`src/rtl/encoder_42_pkg.sv`:
```
// Shared definitions for the 4-to-2 priority encoder: request vector type,
// index constants and a population-count helper.
package encoder_42_pkg;

  localparam int REQ_W = 4;
  localparam int IDX_W = 2;

  // Request vector layout: bit 0 = a (lowest priority) ... bit 3 = d (highest)
  typedef logic [REQ_W-1:0] req_t;
  typedef logic [IDX_W-1:0] idx_t;

  localparam idx_t IDX_A = 2'b00;
  localparam idx_t IDX_B = 2'b01;
  localparam idx_t IDX_C = 2'b10;
  localparam idx_t IDX_D = 2'b11;

  function automatic logic [2:0] req_pop(input req_t r);
    logic [2:0] cnt;
    cnt = 3'd0;
    for (int i = 0; i < REQ_W; i++) begin
      cnt = cnt + {2'b00, r[i]};
    end
    return cnt;
  endfunction

endpackage

```
`src/rtl/encoder_42_core.sv`:
```
// Combinational core: highest-priority index, any-request and
// multiple-request flags from the 4-bit request vector.
module encoder42_core
  import encoder_42_pkg::*;
(
  input  req_t        req_i,
  output idx_t        idx_o,
  output logic        valid_o,
  output logic        multi_o
);

  always_comb begin
    idx_o = IDX_A;
    if (req_i[3]) begin
      idx_o = IDX_D;
    end else if (req_i[2]) begin
      idx_o = IDX_C;
    end else if (req_i[1]) begin
      idx_o = IDX_B;
    end
  end

  assign valid_o = |req_i;
  assign multi_o = (req_pop(req_i) >= 3'd2);

endmodule

```
`src/rtl/encoder_42.sv`:
```
// Registered 4-to-2 priority encoder (d > c > b > a) with valid and
// multi-request flags; one cycle of latency, synchronous active-high reset.
module encoder_42
  import encoder_42_pkg::*;
(
  input  logic clk,
  input  logic rst,
  input  logic a,
  input  logic b,
  input  logic c,
  input  logic d,
  output logic x,
  output logic y,
  output logic valid,
  output logic multi
);

  req_t req;
  idx_t idx_d, idx_q;
  logic valid_d, valid_q;
  logic multi_d, multi_q;

  assign req = {d, c, b, a};

  encoder42_core u_core (
    .req_i   (req),
    .idx_o   (idx_d),
    .valid_o (valid_d),
    .multi_o (multi_d)
  );

  // Reset wins over sampling: the sample present at a reset edge is dropped
  always_ff @(posedge clk) begin
    if (rst) begin
      idx_q   <= IDX_A;
      valid_q <= 1'b0;
      multi_q <= 1'b0;
    end else begin
      idx_q   <= idx_d;
      valid_q <= valid_d;
      multi_q <= multi_d;
    end
  end

  assign x     = idx_q[1];
  assign y     = idx_q[0];
  assign valid = valid_q;
  assign multi = multi_q;

endmodule

```
`config.mk`:
```
export PLATFORM = sky130hd
export DESIGN_NAME = encoder_42
export DESIGN_NICKNAME = d
export VERILOG_FILES = /design/src/rtl/encoder_42_pkg.sv /design/src/rtl/encoder_42_core.sv /design/src/rtl/encoder_42.sv
export SDC_FILE = /design/constraint.sdc
export NUM_CORES = 1
export LEC_CHECK = 0
export ABC_AREA = 1
export BUFFER_PORTS_ARGS = -buffer_cell sky130_fd_sc_hd__buf_2
export CELL_PAD_IN_SITES_DETAIL_PLACEMENT = 1
export CELL_PAD_IN_SITES_GLOBAL_PLACEMENT = 1
export CORE_AREA = 2 2 39 41
export DETAILED_ROUTE_END_ITERATION = 10
export DIE_AREA = 0 0 41 43
export GPL_ROUTABILITY_DRIVEN = 1
export HOLD_SLACK_MARGIN = 0.05
export PLACE_DENSITY_LB_ADDON = 0.08
export SETUP_SLACK_MARGIN = 0.05
export SLEW_MARGIN = 30
export SYNTH_ARGS = -nofsm -noshare
export SYNTH_HDL_FRONTEND = slang
export SYNTH_HIERARCHICAL = 1
export SYNTH_SLANG_ARGS = --single-unit
```
`constraint.sdc`:
```
create_clock -name clk -period 1.1 [get_ports clk]
set_clock_uncertainty 0.2 [all_clocks]
set_input_delay 0 -clock clk [delete_from_list [all_inputs] [get_ports clk]]
set_output_delay 0 -clock clk [all_outputs]
set_load 0.005 [all_outputs]
```
==> results.py <==
metrics = {
    "final_layout": {
        "final_common_cell": "buf_2",
        "n_antenna_cell": 0,
        "nets": 53,
        "final_cell_mix": "buf_2, inv_1, nor2_1, dfxtp_1, buf_4",
        "fill_cells": 176,
        "drive_gt1_share_pct": 46.51,
        "area_growth_pct": 72.37,
    },
    "power_and_ir_drop": {
        "switchingPower_uw": 93.87,
        "internal_power_uw": 317.1,
        "seq_power_share_pct": 38.5,
        "power_frac_clock_pct": 44.3,
        "power.total_uw": 411.0,
        "p_leak_nw": 0.2036,
        "swShare_pct": 22.84,
        "power_density_nw_per_um2": 1254,
        "pwr-share-comb_pct": 17.2,
        "vdd.ir_drop.worst_v": 0.0002251,
    },
    "routing": {
        "post-route-drc-count": 0,
        "first_iter_violations": 0,
        "via_count": 192,
        "ant_nets": 0,
        "wl_microns": 418,
        "vias_per_cell": 3.254,
        "post_drt_wl_per_cell_microns": 7.085,
        "dr.pass1.iters": 1,
    },
    "grt": {
        "busiest_layer": "met4",
        "met3_usage_pct": 1.571,
        "grt_max_degree": 5,
        "grtUsageMet1_pct": 6.390,
        "grt_usage_pct": 6.513,
        "grt_pass1_vias": 193,
        "gr-usage-met2_pct": 8.438,
        "antenna_found_initial": 0,
        "grt_first_pass_wirelength_microns": 690,
        "gr-total-overflow": 0,
    },
    "place": {
        "gp_congestion": 0.6136,
        "io_buffers": 9,
        "post-place-ws_ps": -75.15,
    },
    "worst_setup_path": {
        "crit_path_max_incr_delay_ps": 530,
        "path_class": "in2reg",
        "path_max_fanout": 3,
        "setup.worst_path.start_class": "input pin",
        "path_cells": "dlygate4sd3_1, buf_2, inv_2, nand3_1, inv_1, nor2_1",
        "crit_start": "c",
        "critPathSlowestCell": "dlygate4sd3_1",
        "cp.required_ps": 1030,
        "endpoint_kind": "register",
        "cp_data_arrival_time_ps": 880,
    },
    "synthesis": {
        "seq_area_frac_synth_pct": 42.11,
        "synth_top_cell_by_area": "dfxtp_1",
        "yosysWarnings": 6,
        "yosysTopAreaCellShare_pct": 42.11,
        "synth_seq_cells": 4,
        "synth.distinct_cells": 9,
        "netlist_area_sq_um": 190.2,
        "synth_cells": 25,
        "synth_top_cells_by_area": "dfxtp_1, inv_1, fa_1",
        "synth.avg_cell_area_sq_um": 7.607,
        "synthesis.nets": 33,
    },
    "die": {
        "initial_core_util_pct": 13.74,
        "rows": 14,
        "coreArea_sq_um": 1384,
        "die_h_microns": 43,
        "dieArea_sq_um": 1763,
        "ios": 10,
        "dieWidth_microns": 41,
    },
    "clock_network": {
        "cts.sinks": 4,
        "cts_tree": "yes",
        "cts_buffers": 3,
        "ctsResizeCount": 0,
        "cts.hold.buffers_added": 3,
        "clkTransAtPathRegs_ps": 40,
        "clk_path_buf_depth": 2,
        "cts_root_buffer": "clkbuf_4",
        "ctsHtreeMaxLevel": 1,
    },
    "timing": {
        "grt_setup_unrepaired": "false",
        "setup_ws_ps": 149.3,
        "slew_violations": 0,
        "setup_tns_ps": 0,
        "final-hold-violation-count": 1,
        "fmax_mhz": 1052,
        "hold_ws_ps": -27.97,
        "final.period_utilization_pct": 86.43,
        "setup_viol_count_final": 0,
        "max-slew-margin-rel_pct": 93.91,
        "worst_pin_slew_ps": 91.30,
        "fin_crit_ps": 950.7,
    },
    "run_status": {
        "status": "complete, but fails checks",
        "violations": "hold timing",
    },
    "job": {
        "max_cap_violations": 0,
    },
    "hold_path": {
        "min_to": "idx_q[0]$_SDFF_PP0_",
        "min_from": "b",
        "whs_path_depth": 6,
        "hold_class": "in2reg",
    },
}
==> how the worst max path moves through the flow <==
stage | end | slack (ps)
floorplan | multi$_SDFF_PP0_ | 60
global placement | multi$_SDFF_PP0_ | -70
detailed placement | multi$_SDFF_PP0_ | -80
CTS | idx_q[0]$_SDFF_PP0_ | 90
global route | valid$_SDFF_PP0_ | 80
finish | valid$_SDFF_PP0_ | 150
==> layer usage <==
| layer | share of wire, % | vias to the layer above |
|---|---|---|
| met5 | 0 | - |
| met4 | 0 | 0 |
| met3 | 12 | 0 |
| met2 | 50 | 9 |
| met1 | 38 | 80 |
| li1 | - | 103 |
==> power groups by stage <==
stage / clock network, mW / logic [mW] / registers [mW]
after floorplan: 0 / 0.0279 / 0.163
after global placement: 0 / 0.0666 / 0.160
after detailed placement: 0 / 0.0674 / 0.161
after CTS: 0.196 / 0.0754 / 0.158
after global routing: 0.196 / 0.0829 / 0.159
final: 0.182 / 0.0707 / 0.158
==> worst max-delay path, delay by kind of cell <==
kind                   cells  cell delay [ps]
AND/OR/NAND/NOR            2              100
buffers and inverters      4              770
==> flip-flops by register name, summed over array words and instances, names as in the netlist <==
signal,cells
multi,1
valid,1
idx_q,2
==> cell usage after synthesis <==
cell	n
nand2_1	3
nand2_2	2
inv_2	2
nor2_1	4
fa_1	1
dfxtp_1	4
nand3_1	1
ha_1	1
inv_1	7
==> cell type report <==
type                    instances  area, sq um  share of cell area [%]
flip-flops and latches          4        80.08                   24.43
clock buffers                   3        22.52                   6.870
repair buffers                 15        95.09                   29.01
multi-input cells              12        76.32                   23.28
well taps                      16        20.02                   6.107
inverters                       9        33.78                   10.31
==> cell families after synthesis <==
group,Yosys count,synth area share (%)
AND/OR/NAND/NOR,10,23.02
buffers and inverters,9,17.77
flip-flops,4,42.11
adder cells (fa/ha/maj),2,17.10
==> stage by stage <==
| stage | hold WS [ps] | instance area (sq um) | util, % | cells |
|---|---|---|---|---|
| after floorplan | -128.8 | 190.2 | - | 25 |
| after global placement | 11.41 | 285.3 | 20.61 | 54 |
| after detailed placement | 11.07 | 285.3 | 20.61 | 54 |
| after CTS | 9.592 | 337.8 | 24.41 | 60 |
| after global routing | 18.23 | 327.8 | 23.69 | 59 |
| final | -27.97 | 327.8 | 23.69 | 59 |
==> repair_timing <==
item                                   4_1_cts  5_1_grt
setup buffers                                0        0
setup endpoints to repair                    0        1
endpoints found under the hold margin        4        1
(Power assumes the default switching activity.)
